==> src/rtl/data_mem_arbiter_if.sv <==
// Signal bundle joining both bus masters and data_mem to data_mem_arbiter.
// The arbiter connects via the slave modport; the masters/memory side uses master.
interface data_mem_arbiter_if;
   logic        m0_req_i;
   logic        m0_we_i;
   logic [3:0]  m0_be_i;
   logic [31:0] m0_addr_i;
   logic [31:0] m0_wdata_i;
   logic [31:0] m0_rdata_o;
   logic        m0_ready_o;
   logic        m0_err_o;

   logic        m1_req_i;
   logic        m1_we_i;
   logic [3:0]  m1_be_i;
   logic [31:0] m1_addr_i;
   logic [31:0] m1_wdata_i;
   logic [31:0] m1_rdata_o;
   logic        m1_ready_o;
   logic        m1_err_o;

   logic        mem_req_o;
   logic        write_enable_o;
   logic [3:0]  byte_enable_o;
   logic [31:0] addr_o;
   logic [31:0] write_data_o;
   logic [31:0] read_data_i;
   logic        ready_i;

   modport slave (
      input  m0_req_i, m0_we_i, m0_be_i, m0_addr_i, m0_wdata_i,
      output m0_rdata_o, m0_ready_o, m0_err_o,
      input  m1_req_i, m1_we_i, m1_be_i, m1_addr_i, m1_wdata_i,
      output m1_rdata_o, m1_ready_o, m1_err_o,
      output mem_req_o, write_enable_o, byte_enable_o, addr_o, write_data_o,
      input  read_data_i, ready_i
   );

   modport master (
      output m0_req_i, m0_we_i, m0_be_i, m0_addr_i, m0_wdata_i,
      input  m0_rdata_o, m0_ready_o, m0_err_o,
      output m1_req_i, m1_we_i, m1_be_i, m1_addr_i, m1_wdata_i,
      input  m1_rdata_o, m1_ready_o, m1_err_o,
      input  mem_req_o, write_enable_o, byte_enable_o, addr_o, write_data_o,
      output read_data_i, ready_i
   );
endinterface

==> src/rtl/data_mem_arbiter.sv <==
// Two-port arbiter sharing single-port data_mem between the LSU (port 0) and a second master.
// Define DATA_MEM_ARB_FIXED_PRIO_EN for fixed port-0 priority instead of round-robin.
module data_mem_arbiter #(
   parameter int unsigned TIMEOUT_CYCLES = 16
) (
   input logic               clk_i,
   input logic               rst_ni,
   data_mem_arbiter_if.slave bus
);
   localparam int unsigned     CntW    = $clog2(TIMEOUT_CYCLES + 1);
   localparam logic [CntW-1:0] CntLast = CntW'(TIMEOUT_CYCLES - 1);
   localparam logic [0:0]      StIdle  = 1'b0;
   localparam logic [0:0]      StBusy  = 1'b1;

   logic [0:0]      state_q, state_d;
   logic            owner_q, owner_d;
   logic [CntW-1:0] cnt_q, cnt_d;
   logic            we_q, we_d;
   logic [3:0]      be_q, be_d;
   logic [31:0]     addr_q, addr_d;
   logic [31:0]     wdata_q, wdata_d;
   logic            any_req, winner, timeout, done, mem_req;

   // Gated by reset so every output is quiet while reset is held, even with requests pending.
   assign any_req = rst_ni & (bus.m0_req_i | bus.m1_req_i);
   assign timeout = (cnt_q == CntLast);
   assign done    = (state_q == StBusy) & (bus.ready_i | timeout);

`ifdef DATA_MEM_ARB_FIXED_PRIO_EN
   assign winner = ~bus.m0_req_i;
`else
   logic ptr_q;

   always_ff @(posedge clk_i or negedge rst_ni) begin
      if (!rst_ni) begin
         ptr_q <= 1'b0;
      end else if (done) begin
         ptr_q <= ~owner_q;
      end
   end

   assign winner = (bus.m0_req_i & bus.m1_req_i) ? ptr_q : bus.m1_req_i;
`endif

   always_comb begin
      state_d = state_q;
      owner_d = owner_q;
      cnt_d   = cnt_q;
      we_d    = we_q;
      be_d    = be_q;
      addr_d  = addr_q;
      wdata_d = wdata_q;
      mem_req = 1'b0;
      case (state_q)
         StIdle: begin
            if (any_req) begin
               mem_req = 1'b1;
               owner_d = winner;
               cnt_d   = '0;
               state_d = StBusy;
               we_d    = winner ? bus.m1_we_i    : bus.m0_we_i;
               be_d    = winner ? bus.m1_be_i    : bus.m0_be_i;
               addr_d  = winner ? bus.m1_addr_i  : bus.m0_addr_i;
               wdata_d = winner ? bus.m1_wdata_i : bus.m0_wdata_i;
            end
         end
         default: begin
            if (done) begin
               state_d = StIdle;
            end else if (cnt_q != '1) begin
               cnt_d = cnt_q + CntW'(1);
            end
         end
      endcase
   end

   always_ff @(posedge clk_i or negedge rst_ni) begin
      if (!rst_ni) begin
         state_q <= StIdle;
         owner_q <= 1'b0;
         cnt_q   <= '0;
         we_q    <= 1'b0;
         be_q    <= '0;
         addr_q  <= '0;
         wdata_q <= '0;
      end else begin
         state_q <= state_d;
         owner_q <= owner_d;
         cnt_q   <= cnt_d;
         we_q    <= we_d;
         be_q    <= be_d;
         addr_q  <= addr_d;
         wdata_q <= wdata_d;
      end
   end

   // The _d values equal the winner's fields at a grant and the held _q values otherwise.
   assign bus.mem_req_o      = mem_req;
   assign bus.write_enable_o = we_d;
   assign bus.byte_enable_o  = be_d;
   assign bus.addr_o         = addr_d;
   assign bus.write_data_o   = wdata_d;

   assign bus.m0_ready_o = done & ~owner_q;
   assign bus.m1_ready_o = done & owner_q;
   assign bus.m0_err_o   = done & ~owner_q & ~bus.ready_i;
   assign bus.m1_err_o   = done & owner_q & ~bus.ready_i;
   assign bus.m0_rdata_o = (done & ~owner_q & bus.ready_i) ? bus.read_data_i : '0;
   assign bus.m1_rdata_o = (done & owner_q & bus.ready_i) ? bus.read_data_i : '0;
endmodule

==> src/flat_wrapper.sv <==
// flat-port wrapper written by rule: the top's interface ports become plain ports
module data_mem_arbiter_flat 
#(
   parameter int unsigned TIMEOUT_CYCLES = 16
)
  (clk_i, rst_ni, bus_m0_req_i, bus_m0_we_i, bus_m0_be_i, bus_m0_addr_i, bus_m0_wdata_i, bus_m0_rdata_o, bus_m0_ready_o, bus_m0_err_o, bus_m1_req_i, bus_m1_we_i, bus_m1_be_i, bus_m1_addr_i, bus_m1_wdata_i, bus_m1_rdata_o, bus_m1_ready_o, bus_m1_err_o, bus_mem_req_o, bus_write_enable_o, bus_byte_enable_o, bus_addr_o, bus_write_data_o, bus_read_data_i, bus_ready_i);
  data_mem_arbiter_if bus_i ();
  input logic clk_i;
  input logic rst_ni;
  input wire logic [$bits(bus_i.m0_req_i)-1:0] bus_m0_req_i;
  input wire logic [$bits(bus_i.m0_we_i)-1:0] bus_m0_we_i;
  input wire logic [$bits(bus_i.m0_be_i)-1:0] bus_m0_be_i;
  input wire logic [$bits(bus_i.m0_addr_i)-1:0] bus_m0_addr_i;
  input wire logic [$bits(bus_i.m0_wdata_i)-1:0] bus_m0_wdata_i;
  output wire logic [$bits(bus_i.m0_rdata_o)-1:0] bus_m0_rdata_o;
  output wire logic [$bits(bus_i.m0_ready_o)-1:0] bus_m0_ready_o;
  output wire logic [$bits(bus_i.m0_err_o)-1:0] bus_m0_err_o;
  input wire logic [$bits(bus_i.m1_req_i)-1:0] bus_m1_req_i;
  input wire logic [$bits(bus_i.m1_we_i)-1:0] bus_m1_we_i;
  input wire logic [$bits(bus_i.m1_be_i)-1:0] bus_m1_be_i;
  input wire logic [$bits(bus_i.m1_addr_i)-1:0] bus_m1_addr_i;
  input wire logic [$bits(bus_i.m1_wdata_i)-1:0] bus_m1_wdata_i;
  output wire logic [$bits(bus_i.m1_rdata_o)-1:0] bus_m1_rdata_o;
  output wire logic [$bits(bus_i.m1_ready_o)-1:0] bus_m1_ready_o;
  output wire logic [$bits(bus_i.m1_err_o)-1:0] bus_m1_err_o;
  output wire logic [$bits(bus_i.mem_req_o)-1:0] bus_mem_req_o;
  output wire logic [$bits(bus_i.write_enable_o)-1:0] bus_write_enable_o;
  output wire logic [$bits(bus_i.byte_enable_o)-1:0] bus_byte_enable_o;
  output wire logic [$bits(bus_i.addr_o)-1:0] bus_addr_o;
  output wire logic [$bits(bus_i.write_data_o)-1:0] bus_write_data_o;
  input wire logic [$bits(bus_i.read_data_i)-1:0] bus_read_data_i;
  input wire logic [$bits(bus_i.ready_i)-1:0] bus_ready_i;
  assign bus_i.m0_req_i = bus_m0_req_i;
  assign bus_i.m0_we_i = bus_m0_we_i;
  assign bus_i.m0_be_i = bus_m0_be_i;
  assign bus_i.m0_addr_i = bus_m0_addr_i;
  assign bus_i.m0_wdata_i = bus_m0_wdata_i;
  assign bus_m0_rdata_o = bus_i.m0_rdata_o;
  assign bus_m0_ready_o = bus_i.m0_ready_o;
  assign bus_m0_err_o = bus_i.m0_err_o;
  assign bus_i.m1_req_i = bus_m1_req_i;
  assign bus_i.m1_we_i = bus_m1_we_i;
  assign bus_i.m1_be_i = bus_m1_be_i;
  assign bus_i.m1_addr_i = bus_m1_addr_i;
  assign bus_i.m1_wdata_i = bus_m1_wdata_i;
  assign bus_m1_rdata_o = bus_i.m1_rdata_o;
  assign bus_m1_ready_o = bus_i.m1_ready_o;
  assign bus_m1_err_o = bus_i.m1_err_o;
  assign bus_mem_req_o = bus_i.mem_req_o;
  assign bus_write_enable_o = bus_i.write_enable_o;
  assign bus_byte_enable_o = bus_i.byte_enable_o;
  assign bus_addr_o = bus_i.addr_o;
  assign bus_write_data_o = bus_i.write_data_o;
  assign bus_i.read_data_i = bus_read_data_i;
  assign bus_i.ready_i = bus_ready_i;
  data_mem_arbiter #(.TIMEOUT_CYCLES(TIMEOUT_CYCLES)) u_core (.clk_i(clk_i), .rst_ni(rst_ni), .bus(bus_i));
endmodule
==> config.mk <==
export PLATFORM = sky130hd
export DESIGN_NAME = data_mem_arbiter_flat
export DESIGN_NICKNAME = d
export VERILOG_FILES = /design/src/rtl/data_mem_arbiter_if.sv /design/src/rtl/data_mem_arbiter.sv /design/src/flat_wrapper.sv
export SDC_FILE = /design/constraint.sdc
export NUM_CORES = 1
export LEC_CHECK = 0
export CAP_MARGIN = 20
export CELL_PAD_IN_SITES_DETAIL_PLACEMENT = 1
export CELL_PAD_IN_SITES_GLOBAL_PLACEMENT = 1
export CORE_MARGIN = 5
export CORE_UTILIZATION = 26
export CTS_BUF_LIST = sky130_fd_sc_hd__clkbuf_8
export CTS_CLUSTER_SIZE = 8
export DETAILED_ROUTE_END_ITERATION = 10
export GPL_TIMING_DRIVEN = 0
export PLACE_DENSITY_LB_ADDON = 0.1
export SETUP_SLACK_MARGIN = 0.3
export SYNTH_ARGS = -nofsm -noshare
export SYNTH_HDL_FRONTEND = slang
export SYNTH_SLANG_ARGS = --single-unit
==> constraint.sdc <==
create_clock -name clk_i -period 2.5 [get_ports clk_i]
set_input_delay 0.375 -clock clk_i [delete_from_list [all_inputs] [get_ports clk_i]]
set_output_delay 0.375 -clock clk_i [all_outputs]
set_load 0.01 [all_outputs]
==> qor_table.md, run 1 <==
| Item | This run | Unit |
| --- | --- | --- |
| Clock tree from TritonCTS | yes | - |
| Quantity of I/O buffers inserted on ports | 312 | - |
| Routability-driven placement congestion ratio | 0.810 | - |
| Sum of routed wire length over all layers | 23100 | microns |
| Via count of the first global-routing pass | 5831 | - |
| Iteration count of the initial detailed-routing pass | 4 | - |
| Post-route setup slack | 96.3 | ps |
| CP max FO | 10 | - |
| Clock edge transition at the registers on the reported setup and hold paths | 80 | ps |
| Area of the die | 20900 | sq um |
| Synth cell types | 29 | - |
| Power Density | 613 | nW/um^2 |
| Post-synthesis to final-layout area growth | 84.2 | % |
| # rows | 49 | - |
| Number of nets with antenna violations after detailed routing | 0 | - |
| Async SR Flop Fraction | 100 | % |
| Layer with the highest usage | met2 | - |
| GRT met1 Usage | 23.5 | % |
| Unrepaired setup endpoints after global routing | true | - |
| Number of antenna violations at the first check in global routing | 2 | - |
| TritonCTS Buffers | 9 | - |
| CP max stage delay | 410 | ps |
| Mean instance size in the synthesized netlist | 10.4 | sq um |
| Post-detailed-route via-to-cell ratio | 5.13 | - |
| Worst vdd rail ir drop | 0.308 | mV |
| Sequential cell area fraction in the yosys report | 40.9 | % |
| # H-tree levels | 3 | - |
| Yosys Warn Count | 0 | - |
| Core occupancy in the finished layout | 48.5 | % |
| FF+latch count, synth | 77 | - |
| Number of max-slew violations in the final report | 0 | - |
| Worst clock skew on the final layout | 13.6 | ps |
| DR DRC count | 0 | - |
| Post-synth net total | 629 | - |
| CTS Buffer Depth | 2 | - |
| Number of clock sinks | 77 | - |
| Clock latency at the later pin of the worst-skew pair | 380 | ps |
| EDFF count, synth | 0 | - |
| Fin crit share | 96.1 | % |
| Worst Max-Slew Pin Slew | 549 | ps |
| F_max | 416 | MHz |
| Critical-path top delay cell | dfrtp_1 | - |
| Post-synth design cell area | 4710 | sq um |
| Horiz. Die Dim | 145 | microns |
| Post-layout min period | 2400 | ps |
| Maximum number of pins on one net before global-route repair | 40 | - |
| Core footprint | 17900 | sq um |
| Total GRT Usage | 20.5 | % |
| Critical setup path kind | register to output port | - |
| Leakage component of the power | 3.89 | nW |
| Placed wire-length estimate after detailed placement | 17200 | microns |
| Total number of nets in the final design | 995 | - |
| Worst relative slew slack | 63.4 | % |
| Routing usage on met3 | 5.79 | % |
| Status | finished clean | - |
| Initial Util | 26.3 | % |
| Number of violations reported at the end of detailed-routing iteration 0 | 151 | - |
| Max capacitance violation total | 0 | - |
| # IOs | 313 | - |
| Synthesized netlist cell count | 451 | - |
| Critical Path End Type | output port | - |
| Root Driver | clkbuf_8 | - |
| Worst slack at placement | -691 | ps |
| Met2 routing resource usage after global routing | 36.6 | % |
| Share of layout cells above drive strength 1 | 30.3 | % |
| Routed wirelength normalized by instance count | 21.9 | microns |
| First-pass GRT wire length | 33100 | microns |
| Critical path required time | 2120 | ps |
| Count of vias placed by the detailed router | 5398 | - |
| Final setup violation count | 0 | - |
| Final hold violation count | 0 | - |
| Crit path arrival time | 2030 | ps |
| Series of cell instances along the critical path | nand2b_4 > buf_6 > buf_4 > a21boi_0 > o22a_1 > dlygate4sd2_1 | - |
| Die height | 145 | microns |
| Launching element type of the critical path | register | - |
| Main flop type after synthesis | dfrtp_1 | - |
| Worst min-delay path class | register to register | - |
| Final global-route overflow total | 0 | - |
cell usage in the layout, fill, tap and decap left out, types with 6 or more instances in the layout:
cell type	count
clkbuf_4	7
a21boi_2	6
dfrtp_1	76
nor2_4	6
clkbuf_2	55
dlymetal6s2s_1	11
clkbuf_8	20
o22a_1	69
and2_1	61
dlygate4sd2_1	21
a21boi_0	14
a311o_1	69
buf_8	6
clkdlybuf4s50_1	170
buf_4	45
buf_6	29
buf_2	50
a21boi_1	49
state kept, by name (all words and copies together), names as in the netlist:
signal and flops:
u_core.we_q 1, u_core.ptr_q 1, u_core.cnt_q 5, u_core.wdata_q 32, u_core.owner_q 1, u_core.be_q 4, u_core.addr_q 32, u_core.state_q 1
layer usage:
metal | vias to the layer above | share of wire (%)
met1 | 2646 | 38
li1 | 2488 | -
met3 | 34 | 8.4
met5 | - | 0
met2 | 230 | 51
met4 | 0 | 2.6
kinds of logic (layout without fill, tap and decap cells):
| logic type | count (synthesis) | count (layout) | synth area share (%) |
|---|---|---|---|
| other | 0 | 2 | 0 |
| AOI/OAI and AO/OA | 220 | 220 | 40.4 |
| DFF | 77 | 77 | 40.9 |
| muxes | 2 | 2 | 0.452 |
| buffers and inverters | 63 | 434 | 6.48 |
| and+or+nand+nor | 86 | 86 | 10.9 |
| adders and majority gates | 3 | 3 | 0.797 |
cells in the mapped netlist (2+ instances only):
cell type / number / area share [%]
a21boi_0: 28 / 4.5
a21boi_1: 41 / 6.5
a22o_1: 5 / 0.93
a311o_1: 69 / 15
and2_1: 64 / 8.5
and3_1: 3 / 0.40
buf_2: 13 / 1.4
buf_4: 2 / 0.32
buf_6: 6 / 1.4
clkbuf_1: 38 / 3.0
dfrtp_1: 77 / 41
ha_1: 3 / 0.80
inv_1: 3 / 0.24
nand2_1: 3 / 0.24
nand2b_1: 2 / 0.27
nor2_1: 9 / 0.72
o21ai_0: 4 / 0.43
o21ai_1: 2 / 0.21
o22a_1: 69 / 13
final timing paths:
path,start,endpoint,slack (ps),depth (start not counted)
worst max-delay path,u_core.ptr_q,bus_write_data_o[2],100,6
worst min-delay path,u_core.addr_q[9],u_core.addr_q[9],500,1
worst max register to register,u_core.cnt_q[0],u_core.cnt_q[2],600,6
worst min register to register,u_core.addr_q[9],u_core.addr_q[9],500,1
max in group asynchronous,rst_ni,u_core.addr_q[31],1650,3
min in group asynchronous,rst_ni,u_core.wdata_q[28],580,3
timing repair:
item / in CTS / in global routing
hold buffers: 3 / 0
cloned: 2 / 0
setup buffers: 15 / 22
pin swaps: 21 / 28
gates resized for setup: 428 / 167
hold endpoints to repair: 38 / 0
setup endpoints to repair: 138 / 131
worst max-delay path, delay by kind of cell (launching register included):
| family | cells | cell delay, ps |
|---|---|---|
| AOI/OAI and AO/OA | 2 | 440 |
| buffers and inverters | 3 | 620 |
| DFF | 1 | 410 |
| and+or+nand+nor | 1 | 200 |
metrics by stage:
step | hold slack [ps] | TNS, ps | area [sq um] | total power, W | instances
after floorplan | 79.4 | 0 | 4710 | 0.00277 | 451
after global placement | 470 | -589440 | 8120 | 0.00407 | 992
after detailed placement | 419 | -49990 | 8140 | 0.00414 | 993
after CTS | 511 | 0 | 8570 | 0.00521 | 1029
after global routing | 518 | 0 | 8670 | 0.00562 | 1052
final | 505 | 0 | 8680 | 0.00532 | 1053
report_power, final:
part           switching (W)  total [W]  internal, W
registers           0.000107    0.00167      0.00156
clock network       0.000527    0.00111     0.000588
logic                0.00117    0.00254      0.00136
layout make-up:
| type | count | area [sq um] |
|---|---|---|
| well taps | 229 | 287 |
| multi-input cells | 311 | 2600 |
| fillers | 2010 | 9230 |
| inverters | 3 | 11.3 |
| clock buffers | 10 | 138 |
| flip-flops and latches | 77 | 1930 |
| clock inverters | 6 | 86.3 |
| repair buffers | 355 | 3080 |
| diodes | 2 | 5.00 |
| plain buffers | 60 | 544 |
Power figures use the tool's default switching activity.
==> run 2: changes to the inputs <==
Settings changed: CORE_AREA from default to 5 5 118 120, CORE_MARGIN 5 to default, CORE_UTILIZATION 26 to default, DIE_AREA from default to 0 0 123 125, DONT_BUFFER_PORTS from default to 1, SETUP_SLACK_MARGIN 0.3 to 0.5.
==> qor_table.md, run 2 (synthesis gave the netlist of run 1 again) <==
| Item | This run | Unit | Change |
| --- | --- | --- | --- |
| Iteration count of the initial detailed-routing pass | 4 | - | unchanged |
| Clock tree from TritonCTS | yes | - |  |
| Clock group share of total power | 28.4 | % | +7.4 points |
| Worst clock skew on the final layout | 10.4 | ps | -3.24 ps |
| Launching element type of the critical path | register | - |  |
| Sum of routed wire length over all layers | 17700 | microns | -23% |
| Post-layout min period | 2220 | ps | -183 ps |
| Status | finished with violations | - |  |
| Int Pwr | 0.00302 | W | -14% |
| Via count of the first global-routing pass | 4414 | - | -24% |
| F_max | 450 | MHz | +8.2% |
| Worst slack at placement | 337 | ps | +1030 ps |
| Most common library cell in the layout ignoring fill and taps | dfrtp_1 | - |  |
| Core footprint | 12900 | sq um | -28% |
| # IOs | 313 | - | unchanged |
| Maximum number of pins on one net before global-route repair | 79 | - | +98% |
| Violated checks | hold timing | - |  |
| Critical path required time | 2120 | ps | about the same |
| Routability-driven placement congestion ratio | 0.852 | - | +5.1% |
| Initial Util | 36.6 | % | +10 points |
| Critical Path End Type | output port | - |  |
| Worst vdd rail ir drop | 0.355 | mV | +15% |
| Number of violations reported at the end of detailed-routing iteration 0 | 141 | - | -6.6% |
| Max capacitance violation total | 0 | - | unchanged |
| Total number of nets in the final design | 649 | - | -35% |
| First-pass GRT wire length | 26500 | microns | -20% |
| Most used cells in the layout excluding fill and tap cells | dfrtp_1 (77), a311o_1 (69), and2_1 (50), o22a_1 (50), a21boi_1 (45) | - |  |
| # H-tree levels | 3 | - | unchanged |
| Clock edge transition at the registers on the reported setup and hold paths | 80 | ps | about the same |
| Fraction of power consumed by sequential logic | 36.6 | % | +5.2 points |
| Placed wire-length estimate after detailed placement | 13300 | microns | -23% |
| # rows | 42 | - | -14% |
| Worst min-delay path class | primary input to async pin | - |  |
| Critical setup path kind | register to output port | - |  |
| Crit path arrival time | 1850 | ps | -180 ps |
| Post-route setup slack | 279 | ps | +183 ps |
| Worst-case hold slack | -305 | ps | -810 ps |
| Final setup violation count | 0 | - | unchanged |
| Total GRT Usage | 22.3 | % | +1.8 points |
| Number of clock sinks | 77 | - | unchanged |
| Leading registers by flop count | u_core.addr_q: 32 flops, u_core.wdata_q: 32 flops, u_core.cnt_q: 5 flops | - |  |
| Power Density | 811 | nW/um^2 | +32% |
| Unrepaired setup endpoints after global routing | true | - |  |
| Core occupancy in the finished layout | 43.7 | % | -4.8 points |
| Register-to-register setup slack | 760 | ps | +160 ps |
| Die height | 125 | microns | -14% |
| TritonCTS Buffers | 9 | - | unchanged |
| Post-detailed-route via-to-cell ratio | 6.19 | - | +21% |
| Number of nets with antenna violations after detailed routing | 0 | - | unchanged |
| Sw power | 0.00154 | W | -15% |
| Quantity of I/O buffers inserted on ports | 0 | - | -100% |
| Fin crit share | 88.8 | % | -7.3 points |
| Final global-route overflow total | 0 | - | unchanged |
| Final hold violation count | 77 | - | +77 |
| Area of the die | 15400 | sq um | -26% |
| Share of layout cells above drive strength 1 | 25.4 | % | -4.9 points |
| Post-synthesis to final-layout area growth | 19.4 | % |  |
| Clock latency at the later pin of the worst-skew pair | 370 | ps | about the same |
| Total Neg Setup Slack | 0 | ps | unchanged |
| Count of vias placed by the detailed router | 4048 | - | -25% |
| Leakage component of the power | 2.14 | nW | -45% |
| Worst Max-Slew Pin Slew | 554 | ps | +5.11 ps |
| Root Driver | clkbuf_8 | - |  |
| Horiz. Die Dim | 123 | microns | -15% |
| Number of antenna violations at the first check in global routing | 4 | - | +2 |
| CP max FO | 10 | - | unchanged |
| Number of max-slew violations in the final report | 0 | - | unchanged |
| Worst relative slew slack | 63.0 | % | -0.34 points |
| Combinational share of power | 35.1 | % | -13 points |
| CTS Buffer Depth | 2 | - | unchanged |
| Routed wirelength normalized by instance count | 27.1 | microns | +24% |
| DR DRC count | 0 | - | unchanged |
| Switching share of power | 33.8 | % | -0.16 points |
==> run 2: cell types whose count changed in the layout (fill, tap and decap cells not counted), sizes merged, moves of 5 or more <==
cell | before | now
clkdlybuf4s50 | 170 | 0
buf | 132 | 39
clkbuf | 84 | 39
dlygate4sd2 | 21 | 0
dlymetal6s2s | 11 | 0
clkdlybuf4s15 | 5 | 0
==> run 2: power by group through the flow <==
stage	clock (W)	combinational (W)	sequential (W)
after floorplan	0	0.00111	0.00166
after global placement	0	0.00139	0.00168
after detailed placement	0	0.00141	0.00170
after CTS	0.00133	0.00155	0.00167
after global routing	0.00139	0.00172	0.00170
final	0.00129	0.00160	0.00167
==> run 2: worst paths after layout <==
check                                           to            start  cells past startpoint
worst max-delay path                bus_addr_o[28]     u_core.ptr_q                      5
worst min-delay path            u_core.wdata_q[12]           rst_ni                      0
worst max register to register     u_core.cnt_q[0]  u_core.cnt_q[0]                      6
worst min register to register     u_core.cnt_q[2]  u_core.cnt_q[2]                      1
max in group asynchronous        u_core.addr_q[23]           rst_ni                      0
min in group clk_i                 u_core.cnt_q[3]      bus_ready_i                      3
==> run 2: routing by layer <==
layer | GRT usage [%] | wire length, microns
met1 | 27.7 | 7140
met2 | 35.5 | 8510
met4 | 7.49 | 354
met3 | 8.76 | 1680
met5 | 0 | 25
==> run 2: repair_timing <==
item,CTS,global route
resized for setup,82,60
buffers inserted,4,4
cloned,1,0
setup endpoints to repair,135,137
endpoints found under the hold margin,77,77
pin swaps,12,9
==> run 2: through the flow <==
stage | std cells | total power [W] | area, sq um
floorplan | 451 | 0.00277 | 4710
global placement | 627 | 0.00308 | 4930
detailed placement | 627 | 0.00311 | 4930
global route | 654 | 0.00482 | 5630
CTS | 648 | 0.00455 | 5460
finish | 654 | 0.00456 | 5630
==> run 2: cell type report <==
class / count / area, sq um
Timing Repair Buffer: 9 / 86.3
Multi-Input combinational cell: 311 / 2650
Tap cell: 176 / 220
Sequential cell: 77 / 1930
Buffer: 60 / 459
Inverter: 3 / 11.3
Clock buffer: 9 / 124
Fill cell: 1423 / 7250
Clock inverter: 7 / 145
Antenna cell: 2 / 5.00
==> run 2: worst max-delay path: stages (launching register included) <==
cell and delay (ps):
dfrtp_1 410, nand2b_4 170, buf_12 150, buf_6 140
a311o_1 350, o22a_2 240
==> run 3: changes to the inputs <==
Settings changed: CTS_BUF_LIST sky130_fd_sc_hd__clkbuf_8 to default.
==> qor_table.md, run 3 (synthesis gave the netlist of run 1 again) <==
| Item | This run | Unit | Change |
| --- | --- | --- | --- |
| Sum of routed wire length over all layers | 17800 | microns | +0.75% |
| Worst min-delay path class | primary input to async pin | - |  |
| Core footprint | 12900 | sq um | unchanged |
| GRT met1 Usage | 27.6 | % | about the same |
| Total GRT Usage | 22.5 | % | +0.19 points |
| Number of max-slew violations in the final report | 0 | - | unchanged |
| Worst-case hold slack | -279 | ps | +26.4 ps |
| Worst relative slew slack | 63.5 | % | +0.50 points |
| Die height | 125 | microns | unchanged |
| Final global-route overflow total | 0 | - | unchanged |
| Total Neg Setup Slack | 0 | ps | unchanged |
| First-pass GRT wire length | 26600 | microns | +0.52% |
| Fill cells | 1407 | - | -1.1% |
| Layer with the highest usage | met2 | - |  |
| Count of vias placed by the detailed router | 4061 | - | +0.32% |
| Routed wirelength normalized by instance count | 27.3 | microns | +0.90% |
| Critical Path End Type | output port | - |  |
| Clock latency at the later pin of the worst-skew pair | 350 | ps | -20 ps |
| Most used cells in the layout excluding fill and tap cells | dfrtp_1 (77), a311o_1 (69), and2_1 (53) | - |  |
| Area of the die | 15400 | sq um | unchanged |
| TritonCTS Buffers | 9 | - | unchanged |
| Number of antenna violations at the first check in global routing | 4 | - | unchanged |
| Via count of the first global-routing pass | 4411 | - | -0.068% |
| Unrepaired setup endpoints after global routing | true | - |  |
| Final hold violation count | 77 | - | unchanged |
| # rows | 42 | - | unchanged |
| Routability-driven placement congestion ratio | 0.852 | - | unchanged |
| Clock edge transition at the registers on the reported setup and hold paths | 60 | ps | -20 ps |
| Maximum number of pins on one net before global-route repair | 79 | - | unchanged |
| F_max | 456 | MHz | +1.3% |
| Launching element type of the critical path | register | - |  |
| Number of cells in the design after placement | 627 | - | unchanged |
| Fin crit share | 87.7 | % | -1.2 points |
| Total number of nets in the final design | 648 | - | -0.15% |
| Leading registers by flop count | u_core.addr_q: 32 flops, u_core.wdata_q: 32 flops, u_core.cnt_q: 5 flops | - |  |
| # H-tree levels | 3 | - | unchanged |
| Post-synthesis to final-layout area growth | 21.3 | % |  |
| # IOs | 313 | - | unchanged |
| Leakage component of the power | 2.19 | nW | +2.2% |
| Max capacitance violation total | 0 | - | unchanged |
| Post-layout min period | 2190 | ps | -28.8 ps |
| Post-detailed-route via-to-cell ratio | 6.22 | - | +0.47% |
| CP max FO | 10 | - | unchanged |
| Number of nets with antenna violations after detailed routing | 0 | - | unchanged |
| Crit path arrival time | 1820 | ps | -30 ps |
| Critical path required time | 2120 | ps | about the same |
| Number of violations reported at the end of detailed-routing iteration 0 | 152 | - | +7.8% |
| Status | finished with violations | - |  |
| Placed wire-length estimate after detailed placement | 13300 | microns | unchanged |
| Share of layout cells above drive strength 1 | 25.5 | % | +0.054 points |
| Worst vdd rail ir drop | 0.344 | mV | -3.1% |
| Root Driver | clkbuf_16 | - |  |
| DR DRC count | 0 | - | unchanged |
| Final setup violation count | 0 | - | unchanged |
| Critical setup path kind | register to output port | - |  |
| Violated checks | hold timing | - |  |
| Number of standard cells in the final layout excluding fillers | 653 | - | -0.15% |
| Clock tree from TritonCTS | yes | - |  |
| Number of clock sinks | 77 | - | unchanged |
| Worst clock skew on the final layout | 7.65 | ps | -2.73 ps |
| Power Density | 860 | nW/um^2 | +6.0% |
| Most common library cell in the layout ignoring fill and taps | dfrtp_1 | - |  |
| Iteration count of the initial detailed-routing pass | 7 | - | +3 |
| Routing usage on met3 | 8.94 | % | +0.18 points |
| Worst Max-Slew Pin Slew | 547 | ps | -7.57 ps |
| Met2 routing resource usage after global routing | 36.2 | % | +0.68 points |
| Quantity of I/O buffers inserted on ports | 0 | - | unchanged |
| CTS Buffer Depth | 2 | - | unchanged |
| Horiz. Die Dim | 123 | microns | unchanged |
| Initial Util | 36.6 | % | unchanged |
[run 3: changes by cell type in the layout (fill, tap and decap cells not counted), moves of 3 or more]
cell / previous run / this run
buf_6: 13 / 10
clkbuf_8: 14 / 5
clkbuf_2: 5 / 9
and2_1: 50 / 53
clkbuf_1: 16 / 13
clkbuf_16: 1 / 10
and2_4: 14 / 11
[run 3: final cells by class]
cell class                      instances  area, sq um  area share [%]
Inverter                                3         11.3           0.197
Buffer                                 60          460            8.06
Antenna cell                            2         5.00          0.0876
Clock buffer                            9          225            3.94
Multi-Input combinational cell        311         2640            46.2
Sequential cell                        77         1930            33.7
Clock inverter                          7          145            2.54
Tap cell                              176          220            3.86
Timing Repair Buffer                    8         78.8            1.38
[run 3: metal layers]
| metal | share of wire [%] | vias up |
|---|---|---|
| met5 | 0.14 | - |
| li1 | - | 1797 |
| met3 | 9.9 | 28 |
| met1 | 39 | 2061 |
| met4 | 1.9 | 4 |
| met2 | 49 | 171 |
[run 3: worst max-delay path, stage by stage, from the launching register on]
cell	delay, ps
dfrtp_1	410
nand2b_4	170
buf_12	150
buf_6	140
a311o_1	350
o22a_2	240
[run 3: what timing repair did]
| item | in CTS | in global routing |
|---|---|---|
| hold endpoints to repair | 77 | 77 |
| pin swaps | 12 | 10 |
| gates cloned | 1 | 0 |
| gates resized for setup | 81 | 65 |
| setup buffers | 2 | 5 |
| endpoints found under the setup margin | 134 | 137 |
[run 3: through the flow]
step           setup WS [ps]  utilization [%]  cell area [sq um]  power (W)
4_1_cts                  278             43.1               5540    0.00490
6_report                 308             44.4               5710    0.00491
2_1_floorplan            779                -               4710    0.00277
5_1_grt                  249             44.4               5710    0.00517
3_3_place_gp             315             38.3               4930    0.00308
3_5_place_dp             337             38.3               4930    0.00311
[run 3: final timing paths]
path,startpoint,endpoint,cells after the start,slack (ps)
max,u_core.ptr_q,bus_addr_o[28],5,310
min,rst_ni,u_core.wdata_q[12],0,-280
max reg2reg,u_core.cnt_q[0],u_core.cnt_q[0],6,710
min reg2reg,u_core.cnt_q[2],u_core.cnt_q[2],1,500
max in group asynchronous,rst_ni,u_core.addr_q[2],0,2620
min in group clk_i,bus_ready_i,u_core.cnt_q[3],3,250
[run 3: power breakdown]
group          switching, W  total, W  internal, W
combinational      0.000911   0.00159     0.000676
sequential         0.000108   0.00167      0.00157
clock              0.000568   0.00165      0.00108
total               0.00159   0.00491      0.00333
